==> src/rtl/pipe_stage_reg.sv <==
// Inter-stage pipeline register: main entry plus one-deep skid entry, so the
// upstream ready is a pure flop. Flush kills held entries and the current input.
// Ports:
//   clk, rst                 clock, asynchronous active-high reset
//   in_valid/in_pc/in_ins    upstream entry offer
//   in_ready                 registered accept indication (no skid entry held)
//   out_valid/out_pc/out_ins main entry; pc=0 and ins=NOP_INS when invalid
//   out_ready                downstream accept
//   flush                    synchronous kill of held entries and current input
//   cnt_clr                  synchronous clear of both counters
//   stall_cnt/flush_cnt      saturating performance counters
module pipe_stage_reg #(
    parameter int              PC_W    = 32,
    parameter int              INS_W   = 32,
    parameter logic [INS_W-1:0] NOP_INS = 32'h0000_0013,
    parameter int              CNT_W   = 16
) (
    input  logic             clk,
    input  logic             rst,
    input  logic             in_valid,
    input  logic [PC_W-1:0]  in_pc,
    input  logic [INS_W-1:0] in_ins,
    output logic             in_ready,
    output logic             out_valid,
    output logic [PC_W-1:0]  out_pc,
    output logic [INS_W-1:0] out_ins,
    input  logic             out_ready,
    input  logic             flush,
    input  logic             cnt_clr,
    output logic [CNT_W-1:0] stall_cnt,
    output logic [CNT_W-1:0] flush_cnt
);

    logic             m_valid_q, m_valid_d;
    logic [PC_W-1:0]  m_pc_q,    m_pc_d;
    logic [INS_W-1:0] m_ins_q,   m_ins_d;
    logic             s_valid_q, s_valid_d;
    logic [PC_W-1:0]  s_pc_q,    s_pc_d;
    logic [INS_W-1:0] s_ins_q,   s_ins_d;
    logic [CNT_W-1:0] stall_q,   stall_d;
    logic [CNT_W-1:0] flush_q,   flush_d;

    logic accept;
    logic drain;
    logic m_free;
    logic stall;

    assign in_ready = ~s_valid_q;
    assign accept   = in_valid & in_ready & ~flush;
    assign drain    = m_valid_q & out_ready;
    assign m_free   = ~m_valid_q | drain;
    assign stall    = m_valid_q & ~out_ready;

    always_comb begin
        m_valid_d = m_valid_q;
        m_pc_d    = m_pc_q;
        m_ins_d   = m_ins_q;
        s_valid_d = s_valid_q;
        s_pc_d    = s_pc_q;
        s_ins_d   = s_ins_q;
        if (flush) begin
            m_valid_d = 1'b0;
            m_pc_d    = '0;
            s_valid_d = 1'b0;
        end else if (m_free) begin
            // Skid entry is older than any new input, so it moves up first.
            if (s_valid_q) begin
                m_valid_d = 1'b1;
                m_pc_d    = s_pc_q;
                m_ins_d   = s_ins_q;
                s_valid_d = 1'b0;
            end else if (accept) begin
                m_valid_d = 1'b1;
                m_pc_d    = in_pc;
                m_ins_d   = in_ins;
            end else begin
                m_valid_d = 1'b0;
            end
        end else if (accept) begin
            s_valid_d = 1'b1;
            s_pc_d    = in_pc;
            s_ins_d   = in_ins;
        end
    end

    always_comb begin
        stall_d = stall_q;
        flush_d = flush_q;
        if (cnt_clr) begin
            stall_d = '0;
            flush_d = '0;
        end else begin
            if (stall && stall_q != {CNT_W{1'b1}}) begin
                stall_d = stall_q + 1'b1;
            end
            if (flush && flush_q != {CNT_W{1'b1}}) begin
                flush_d = flush_q + 1'b1;
            end
        end
    end

    always_ff @(posedge clk or posedge rst) begin
        if (rst) begin
            m_valid_q <= 1'b0;
            m_pc_q    <= '0;
            m_ins_q   <= NOP_INS;
            s_valid_q <= 1'b0;
            s_pc_q    <= '0;
            s_ins_q   <= NOP_INS;
            stall_q   <= '0;
            flush_q   <= '0;
        end else begin
            m_valid_q <= m_valid_d;
            m_pc_q    <= m_pc_d;
            m_ins_q   <= m_ins_d;
            s_valid_q <= s_valid_d;
            s_pc_q    <= s_pc_d;
            s_ins_q   <= s_ins_d;
            stall_q   <= stall_d;
            flush_q   <= flush_d;
        end
    end

    assign out_valid = m_valid_q;
    assign out_pc    = m_valid_q ? m_pc_q : '0;
    assign out_ins   = m_valid_q ? m_ins_q : NOP_INS;
    assign stall_cnt = stall_q;
    assign flush_cnt = flush_q;

endmodule

==> config.mk <==
export PLATFORM = sky130hd
export DESIGN_NAME = pipe_stage_reg
export DESIGN_NICKNAME = d
export VERILOG_FILES = /design/src/rtl/pipe_stage_reg.sv
export SDC_FILE = /design/constraint.sdc
export NUM_CORES = 1
export LEC_CHECK = 0
export ABC_AREA = 1
export BUFFER_PORTS_ARGS = -buffer_cell sky130_fd_sc_hd__clkbuf_2
export CELL_PAD_IN_SITES_DETAIL_PLACEMENT = 2
export CELL_PAD_IN_SITES_GLOBAL_PLACEMENT = 2
export CORE_ASPECT_RATIO = 1.4
export CORE_MARGIN = 2
export CORE_UTILIZATION = 33
export DETAILED_ROUTE_END_ITERATION = 10
export PLACE_DENSITY = 0.91
export SLEW_MARGIN = 20
export SYNTH_ARGS = -nofsm -noshare
export SYNTH_HDL_FRONTEND = slang
export SYNTH_SLANG_ARGS = --single-unit
export TNS_END_PERCENT = 100
==> constraint.sdc <==
create_clock -name clk -period 14.5 [get_ports clk]
set_input_delay 1.45 -clock clk [delete_from_list [all_inputs] [get_ports clk]]
set_output_delay 1.45 -clock clk [all_outputs]
set_load 0.02 [all_outputs]
==> results.md, run 1 <==
- Switching Share: 27.8%
- Total CTS buffers: 17
- Slew Limit Fails: 0
- NetSw: 340 µW
- Worst EP arrival: 2070 ps
- Die Wd: 136 µm
- NumNets Final: 1300
- Area Overhead vs Synth: 21.4%
- DRT Wirelength: between 20000 and 30000 µm
- Post-DR wirelength/cell: 17.1 µm
- Syn nets: 1157
- Proportion of layout cells with a drive suffix above 1: 18.7%
- Max Root-Sink Buffers: 2
- Final Hold Viols: 0
- Final min period: 3520 ps
- Crit. End Element: output port
- Crit start category: flop
- Finished Core Util: 40.8%
- DRC Markers: 0
- WP data required: approximately 13000 ps
- Clock power frac: 40.4%
- CP Class: flop to output port
- Wire length of the first global-routing pass: between 40000 and 50000 µm
- GP Congestion: 0.766
- Placed cells: 1519
- # clock sinks: 162
- Synth warn: 0
- Site Rows: 67
- Clk root buf: clkbuf_16
- Remaining Overflow, GRT: 0
- Internal: 883 µW
- Post-CTS setup repair buffer count: 0
- Tcrit/Tclk final: between 20 and 25%
- IO Pins: 168
- Peak supply drop: 0.0849 mV
- GRT Total Usage: 21.5%
- Starting density of the core: 33.6%
- Detail Route Antenna Nets: 0
- Gate power share: 13.3%
- Cells after Synth: 1085
- Crit-path max FO: 42
- # resized after CTS: 0
- H-tree levels: 4
- Die Span Y: around 190 µm
- Yosys cell types: 24
- Max Cap Viol: 0
- Worst hold path class: flop to flop
- Register bit total from synthesis: between 150 and 200
- Final setup violation count: 0
- Worst-skew pair later-pin latency: 440 ps
- Drt pass-1 iters: 4
- Slew margin rel.: a little under half
- Mean Syn Cell Area: 7.42 µm²
- Sum Neg Setup Slack: 0 ps
- Pwr dens: 125 nW/µm²
- Largest net degree at the start of global routing: 85
- Vias: 7638
- Core footprint: 24000 µm²
- Lkg Pwr: 0.00559 µW
- TritonCTS clock tree: built
- Status: finished, final reports clean
- Antenna violations before repair: 0
- Fmax: 284 MHz
- Vias in the first global route: 8425
- Die area: about 26000 µm²
- Post-DP HPWL: roughly 18000 µm
- Worst hold slack: 478 ps
- Unrepaired setup endpoints after global routing: false
- Hold_buf cts: 0
- Reg power frac: 46.3%
- First DRT Iteration DRCs: 273
- Vias per Instance: ~5
- PortBufs: 167
- Non-Filler Instances: 1551
- Placed cell area: approximately 9000 µm²
- Slew @ Worst Pin: 821 ps
- Sequential-to-total area share from yosys stat: 50.4%
- Design area: about 9800 µm²
- Worst-path clk slew: 60 ps
- Final Skew: around 13 ps
- Number of antenna repair diodes: 0
- Post-Syn Area: 8050 µm²
## power by group through the flow
stage          Sequential (µW)  Clock (µW)  Combinational (µW)
6_report                   567         494                 163
5_1_grt                    576         521                 189
4_1_cts                    567         506                 168
3_5_place_dp               572           0                 165
3_3_place_gp               567           0                 151
2_1_floorplan              558           0                 110
## placed cells by master, fill, tap and decap left out, types with 3 or more instances in the layout
cell,count
o21ai_1,31
a21oi_1,30
clkinvlp_4,3
nor2_1,66
clkbuf_1,4
clkbuf_16,17
bufinv_16,5
o211ai_1,3
o21ai_0,139
inv_2,3
nand2_2,3
dfrtp_1,154
buf_4,6
nor2_2,5
xor2_1,8
clkbuf_2,167
dfstp_2,6
nand4_1,10
nand2_1,359
clkinv_2,3
o21bai_1,5
nor2_4,7
inv_1,167
nand3_1,30
## final cells by class
cell class | count | area, µm²
clock inverter | 11 | 188
timing repair buffer | 175 | 920
sequential | 162 | 4060
tap | 310 | 388
clock buffer | 21 | 440
fill | 2875 | 14200
inverter | 171 | 647
multi-input combinational | 701 | 3130
## kinds of logic (layout without fill, tap and decap cells)
family	Yosys count	count (layout)	share of synthesized area (%)
and+or+nand+nor	481	481	24.1
buffers and inverters	222	378	10.9
DFF	162	162	50.4
AOI/OAI and AO/OA	209	209	13.3
xor gates and xnor gates	9	9	0.979
adders and majority gates	2	2	0.311
## routing by layer
| metal | global-route usage [%] | up-vias | share of wire, % |
|---|---|---|---|
| met5 | 0 | - | 0 |
| met1 | 24.8 | 3843 | 40 |
| met2 | 39.7 | 135 | 54 |
| met3 | 3.23 | 47 | 2.8 |
| li1 | - | 3613 | - |
| met4 | 7.53 | 0 | 2.6 |
## path summary, 6_finish.rpt
check | slack (ps) | depth (start not counted) | endpoint | start
max in group asynchronous | 12050 | 3 | s_ins_q[2] | rst
min in group asynchronous | 1150 | 2 | m_ins_q[2] | rst
worst max register to register | 11620 | 8 | s_pc_q[12] | s_valid_q
worst max-delay path | 10980 | 4 | out_pc[8] | out_valid
worst min-delay path | 480 | 2 | s_ins_q[3] | s_ins_q[3]
worst min register to register | 480 | 2 | s_ins_q[3] | s_ins_q[3]
## Yosys cell counts
library cell	count	share of area (%)
a21oi_1	30	1.9
buf_1	1	0.047
buf_2	22	1.4
buf_6	2	0.28
clkbuf_1	26	1.2
dfrtp_1	156	48
dfstp_2	6	2.0
ha_1	2	0.31
inv_1	168	7.8
inv_2	3	0.14
nand2_1	359	17
nand2_2	3	0.23
nand3_1	31	1.9
nand4_1	10	0.78
nor2_1	66	3.1
nor2_2	5	0.39
nor2_4	7	0.98
o211ai_1	3	0.28
o21ai_0	139	8.6
o21ai_1	31	1.9
o21ai_2	1	0.11
o21bai_1	5	0.47
xnor2_1	1	0.11
xor2_1	8	0.87
## registers in the layout, summed over array words and instances (netlist names)
signal,flops
stall_cnt,16
m_pc_q,32
m_ins_q,32
out_valid,1
flush_cnt,16
s_valid_q,1
s_pc_q,32
s_ins_q,32
## worst max-delay path, cell delays in order, from the launching register on
cell and delay, ps:
dfrtp_2 670, buf_4 540, nand2_1 180, inv_1 90, clkbuf_2 160
## metrics by stage
stage	worst slack (ps)	power, µW
2_1_floorplan	8680	668
3_3_place_gp	11200	717
3_5_place_dp	11040	738
4_1_cts	10910	1240
5_1_grt	10810	1290
6_report	10980	1220
(Power assumes the default switching activity.)
==> run 2, diff against run 1 <==
- ABC_AREA: 1 -> 0
- CORE_UTILIZATION: 33 -> 31
- PLACE_DENSITY: 0.91 -> 0.81
- clock period: 14.5 -> 3 ns (I/O delays scaled with it)
==> run 2 against run 1 <==
Clock-buffer cell count fell by 3; register-to-register slack got worse by 11000 ps; sequential power rose to 4.8 times the previous value; design area fell by 2.3%; die area rose by 1.1%; clock power rose to 4.8 times the previous value; worst hold slack got worse by 370 ps; routed wire length fell by 15%; synthesized cell count fell by 36%; critical endpoint is now out_pc[11].
==> results.md, run 2 <==
- Crit. End Element: output port (unchanged)
- Post-synth EDFFs: 0 (unchanged)
- Unrepaired setup endpoints after global routing: false (unchanged)
- Final Hold Viols: 0 (unchanged)
- Syn nets: 767 (was 1157)
- Max Cap Viol: 0 (unchanged)
- Worst EP arrival: 1950 ps (was 2070 ps)
- Commonest cells after routing, fill and taps aside: clkbuf_2, dfrtp_1, nor2_1 (was nand2_1, inv_1, clkbuf_2)
- Crit start category: flop (unchanged)
- WP data required: 2700 ps (was 13050 ps)
- Wire length of the first global-routing pass: 37100 µm (was 43300 µm)
- # clock sinks: 162 (unchanged)
- Pwr dens: 618 nW/µm² (was 125 nW/µm²)
- Peak supply drop: 0.411 mV (was 0.0849 mV)
- Post-CTS setup repair buffer count: 0 (unchanged)
- Vias in the first global route: 6869 (was 8425)
- Detail Route Antenna Nets: 0 (unchanged)
- Tcrit/Tclk final: 74.9%
- Non-Filler Instances: 1185 (was 1551)
- GP Congestion: 0.764 (was 0.766)
- Slew margin rel.: 42.3% (was 45.3%)
- Fmax: 445 MHz
- Register bit total from synthesis: 162 (unchanged)
- Area Overhead vs Synth: 24.9% (was 21.4%)
- Die Wd: 137 µm (was 136 µm)
- Share of the synthesized area in the top cell type: 51.0% (was 48.5%)
- Ys async rst share: 100% (unchanged)
- Hold_sp: in_pc[15] (was s_ins_q[3])
- Final setup violation count: 0 (unchanged)
- # resized after CTS: 0 (unchanged)
- PortBufs: 167 (unchanged)
- H-tree levels: 4 (unchanged)
- Placed cells: 1152 (was 1519)
- Max Root-Sink Buffers: 2 (unchanged)
- Worst hold path class: input port to flop (was flop to flop)
- Sequential-to-total area share from yosys stat: 53.1% (was 50.4%)
- Post-DR wirelength/cell: 19.0 µm (was 17.1 µm)
- Clk root buf: clkbuf_16 (unchanged)
- Post-DP HPWL: 15500 µm (was 18400 µm)
- Mean Syn Cell Area: 11.0 µm² (was 7.42 µm²)
- GRT Total Usage: 18.4% (was 21.5%)
- Synth warn: 0 (unchanged)
- Proportion of layout cells with a drive suffix above 1: 34.9% (was 18.7%)
- Antenna violations before repair: 0 (unchanged)
- Top_reg_cell synth: dfrtp_1 (unchanged)
- Slew Limit Fails: 0 (unchanged)
- Worst setup path start: out_valid (unchanged)
- Vias per Instance: 5.06 (was 4.92)
- Yosys cell types: 47 (was 24)
- Site Rows: 68 (was 67)
- R2r startpoint: stall_cnt[1] (was s_valid_q)
- Number of antenna repair diodes: 0 (unchanged)
- TritonCTS clock tree: built (unchanged)
- Cells after Synth: 695 (was 1085)
- Starting density of the core: 31.3% (was 33.6%)
- Post-Syn Area: 7650 µm² (was 8050 µm²)
- DRT Wirelength: 22500 µm (was 26600 µm)
- Lkg Pwr: 0.00422 µW (was 0.00559 µW)
- First DRT Iteration DRCs: 195 (was 273)
- NumNets Final: 929 (was 1300)
- CP Class: flop to output port (unchanged)
- Sum Neg Setup Slack: 0 ps (unchanged)
- IO Pins: 168 (unchanged)
- Worst-case reg-to-reg path depth: 5 (was 8)
- Commonest cells in the netlist: dfrtp_1, nor2_1, mux2_2, mux2i_1, and2_1 (was nand2_1, inv_1, dfrtp_1, o21ai_0, nor2_1)
- Hold Crit Depth: 2 (unchanged)
- DRC Markers: 0 (unchanged)
- Drt pass-1 iters: 4 (unchanged)
- Total Power Consumption: 5900 µW (was 1220 µW)
- Total CTS buffers: 17 (unchanged)
- Cell taking the most area after synthesis: dfrtp_1 (unchanged)
- Finished Core Util: 39.1% (was 40.8%)
- Placed cell area: 8900 µm² (was 9140 µm²)
- Final min period: 2250 ps
- Die area: 26000 µm² (was 25700 µm²)
- Remaining Overflow, GRT: 0 (unchanged)
- Core footprint: 24400 µm² (was 24000 µm²)
- Worst-path clk slew: 70 ps (was 60 ps)
- Filler cells: 2641 (was 2875)
- Crit-path max FO: 49 (was 42)
- Design area: 9550 µm² (was 9770 µm²)
- Most common cell after layout, fill and taps aside: clkbuf_2 (was nand2_1)
- Final Skew: 15.7 ps (was 13.4 ps)
- Slew @ Worst Pin: 859 ps (was 821 ps)
- Largest net degree at the start of global routing: 65 (was 85)
- Most frequent cell after synthesis: dfrtp_1 (was nand2_1)
- Synth top area cells: dfrtp_1, mux2_2, mux2i_1, and2_1, nor2_1 (was dfrtp_1, nand2_1, o21ai_0, inv_1, nor2_1)
- Worst-skew pair later-pin latency: 440 ps (about the same)
- Vias: 5996 (was 7638)
- Die Span Y: 190 µm (was 189 µm)
- Status: finished, final reports clean (unchanged)
-- run 2: cell types whose count changed after synthesis, sizes merged, moves of 14 or more --
cell,delta
nand2,-345
inv,-163
o21ai,-161
mux2,+66
mux2i,+66
and2,+62
a211oi,+34
nand3,-24
a21oi,+23
buf,-15
nor3,+14
-- run 2: repair_timing --
action                                  CTS  global route
hold buffers                              1             0
endpoints found under the setup margin    0             0
endpoints found under the hold margin    17             0
-- run 2: routing by layer --
metal  wire (µm)  track usage [%]  up-vias
met2       12500             34.3       95
li1            -                -     2794
met4         342             5.85        0
met5           0                0        -
met1        8840             20.4     3088
met3         799             4.29       19
-- run 2: report_power, final --
group	switching (µW)	internal [µW]	leakage (µW)
clock	966	1430	0.000303
combinational	423	378	0.00190
sequential	178	2530	0.00201
-- run 2: through the flow --
stage / hold slack, ps / worst slack, ps
after global placement: 445 / 843
after floorplan: 451 / 648
final: 109 / 753
after CTS: 86.8 / 661
after detailed placement: 451 / 756
after global routing: 96.8 / 593
-- run 2: cells by family (layout without fill, tap and decap cells) --
logic type,Yosys count,count (layout),share of synthesized area (%)
simple gates,230,230,16.0
flops,162,162,53.1
mux,132,132,18.4
compound gates,117,117,9.62
buf+inv,52,227,2.60
fa+ha+maj,2,2,0.327
-- run 2: cell type report --
class	count	area (µm²)	area share, %
Clock buffer	18	439	4.60
Clock inverter	14	204	2.14
Inverter	8	33.8	0.354
Multi-Input combinational cell	481	3400	35.6
Sequential cell	162	4070	42.6
Tap cell	315	394	4.13
Timing Repair Buffer	187	1010	10.6
-- run 2: critical path, cell delays in order, from the launching register on --
cell      delay [ps]
dfrtp_2          580
buf_4            500
and2_1           230
clkbuf_2         180
-- run 2: final timing paths --
kind,to,slack (ps)
worst min register to register,m_ins_q[1],510
min in group asynchronous,m_ins_q[5],520
worst min-delay path,s_pc_q[15],110
max in group asynchronous,m_pc_q[4],1750
worst max register to register,stall_cnt[12],820
worst max-delay path,out_pc[11],750
==> run 3, diff against run 2 <==
- ABC_AREA: 0 -> 1
- PLACE_DENSITY: 0.81 -> 0.86
- clock period: 3 -> 2.3 ns (I/O delays scaled with it)
==> run 3 against run 2 <==
Cell count increased by 32%; total power is 27% higher; routed wire length grew 17%; global-route usage up 1.7 points; sequential power is 31% higher; first-iteration DRC count increased by 30%; design area increased by 3.0%; die area grew 5.2%.
==> results.md, run 3 (synthesis gave the netlist of run 1 again) <==
- H-tree levels: 4 (unchanged)
- Final Hold Viols: 0 (unchanged)
- Starting density of the core: 31.6% (was 31.3%)
- First DRT Iteration DRCs: 253 (was 195)
- Clk root buf: clkbuf_16 (unchanged)
- Vias per Instance: 4.85 (was 5.06)
- Area Overhead vs Synth: 22.1% (was 24.9%)
- Most common cell after layout, fill and taps aside: nand2_1 (was clkbuf_2)
- Fmax: 466 MHz
- Post-DP HPWL: 18500 µm (was 15500 µm)
- Remaining Overflow, GRT: 0 (unchanged)
- Total Power Consumption: 7490 µW (was 5900 µW)
- NumNets Final: 1305 (was 929)
- Die area: 27300 µm² (was 26000 µm²)
- Post-CTS setup repair buffer count: 0 (unchanged)
- Final setup violation count: 0 (unchanged)
- CP Cell Sequence: buf_4, nand2_1, inv_1, clkbuf_2 (was buf_4, and2_1, clkbuf_2)
- Pwr dens: 761 nW/µm² (was 618 nW/µm²)
- Antenna violations before repair: 2 (was 0)
- TritonCTS clock tree: built (unchanged)
- Worst-skew pair later-pin latency: 440 ps (about the same)
- Internal: 5400 µW (was 4330 µW)
- GR peak layer: met2 (unchanged)
- GRT Total Usage: 20.1% (was 18.4%)
- Vias: 7587 (was 5996)
- Commonest cells after routing, fill and taps aside: nand2_1, inv_1, clkbuf_2 (was clkbuf_2, dfrtp_1, nor2_1)
- Max Root-Sink Buffers: 2 (unchanged)
- Sum Neg Setup Slack: 0 ps (unchanged)
- Die Wd: 140 µm (was 137 µm)
- WP data required: 2070 ps (was 2700 ps)
- Final min period: roughly 2100 ps
- Global Route met3 Usage: 3.40% (was 4.29%)
- Unrepaired setup endpoints after global routing: false (unchanged)
- Worst hold path class: input port to flop (unchanged)
- DRT Wirelength: 26300 µm (was 22500 µm)
- IO Pins: 168 (unchanged)
- GP Congestion: 0.805 (was 0.764)
- Crit-path max FO: 65 (was 49)
- Slew Limit Fails: 0 (unchanged)
- Proportion of layout cells with a drive suffix above 1: 18.8% (was 34.9%)
- Met2 Usage GRT: 37.1% (was 34.3%)
- Worst EP arrival: 1910 ps (was 1950 ps)
- Reg power frac: 47.4% (was 45.9%)
- Crit. End Element: output port (unchanged)
- Drt pass-1 iters: 5 (was 4)
- Post-DR wirelength/cell: 16.8 µm (was 19.0 µm)
- Clock power frac: 38.7% (was 40.6%)
- PortBufs: 167 (unchanged)
- CP Class: flop to output port (unchanged)
- Vias in the first global route: 8522 (was 6869)
- Finished Core Util: 38.6% (was 39.1%)
- Largest net degree at the start of global routing: 81 (was 65)
- Wire length of the first global-routing pass: 43800 µm (was 37100 µm)
- Worst-path clk slew: 60 ps (was 70 ps)
- Tcrit/Tclk final: around 93%
- Status: finished, final reports clean (unchanged)
- Lkg Pwr: 0.00561 µW (was 0.00422 µW)
- Site Rows: 69 (was 68)
- Detail Route Antenna Nets: 0 (unchanged)
- Slew @ Worst Pin: 795 ps (was 859 ps)
- Switching Share: 27.8% (was 26.6%)
- Core footprint: 25500 µm² (was 24400 µm²)
- Crit start category: flop (unchanged)
- Slowest CP cell: buf_4 (was dfrtp_2)
- Met1 usage: 24.1% (was 20.4%)
- Number of antenna repair diodes: 0 (unchanged)
- Slew margin rel.: 47.0% (was 42.3%)
- Final Skew: 8.02 ps (was 15.7 ps)
- Total CTS buffers: 17 (unchanged)
- Max Cap Viol: 0 (unchanged)
- Peak supply drop: 0.567 mV (was 0.411 mV)
- NetSw: 2090 µW (was 1570 µW)
- Filler cells: 3020 (was 2641)
- # clock sinks: 162 (unchanged)
- Die Span Y: 195 µm (was 190 µm)
- Gate power share: 13.9% (was 13.6%)
- Critical path's largest stage delay: 640 ps (was 580 ps)
- DRC Markers: 0 (unchanged)
[run 3: cell count changes in the layout (fill, tap and decap cells not counted), moves of 62 or more]
cell,delta
nand2_1,+342
inv_1,+160
o21ai_0,+129
mux2_2,-66
mux2i_1,-66
and2_1,-62
[run 3: stage by stage]
stage          instance area (µm²)  std cells  setup slack [ps]  hold WS (ps)
2_1_floorplan                 8060       1085              18.1           347
3_3_place_gp                  9240       1532               582           209
3_5_place_dp                  9240       1532               490           211
4_1_cts                       9840       1564               105          13.9
5_1_grt                       9840       1564              26.5          53.7
6_report                      9840       1564               156          33.2
[run 3: cell type report]
cell class	count	area (µm²)	share of cell area, %
clock buffers	27	513	5.22
clock inverters	4	75.1	0.763
inverters	171	646	6.56
multi-input cells	701	3130	31.8
flip-flops and latches	162	4060	41.3
well taps	319	399	4.06
repair buffers	180	1010	10.3
[run 3: repair_timing]
item / in CTS / in global routing
resized for setup: 0 / 0
endpoints found under the hold margin: 8 / 0
hold buffers: 1 / 0
[run 3: worst max-delay path, delay by kind of cell (launching register included)]
family,cells,cell delay [ps]
and+or+nand+nor,1,190
DFF,1,350
buffers and inverters,3,930
[run 3: worst paths after layout]
check / from / to / slack, ps / cells past startpoint
max in group asynchronous: rst / s_pc_q[4] / 1230 / 4
hold / removal: in_ins[1] / s_ins_q[1] / 30 / 3
min in group asynchronous: rst / flush_cnt[6] / 330 / 3
setup / recovery: out_valid / out_pc[30] / 160 / 4
hold reg to reg: s_ins_q[1] / s_ins_q[1] / 480 / 2
setup reg to reg: flush_cnt[0] / flush_cnt[10] / 480 / 9
[run 3: power by group through the flow]
stage	Clock, µW	Combinational [µW]	Sequential, µW
after floorplan	0	691	3520
after global placement	0	988	3560
after detailed placement	0	1060	3590
after CTS	2980	1070	3550
after global routing	3080	1210	3610
final	2900	1040	3550
[run 3: per-layer routing]
| metal | share of wire [%] | routed length (µm) |
|---|---|---|
| met1 | 42 | 11100 |
| met2 | 53 | 14000 |
| met3 | 3.1 | 810 |
| met4 | 1.4 | 367 |
| met5 | 0.095 | 25 |
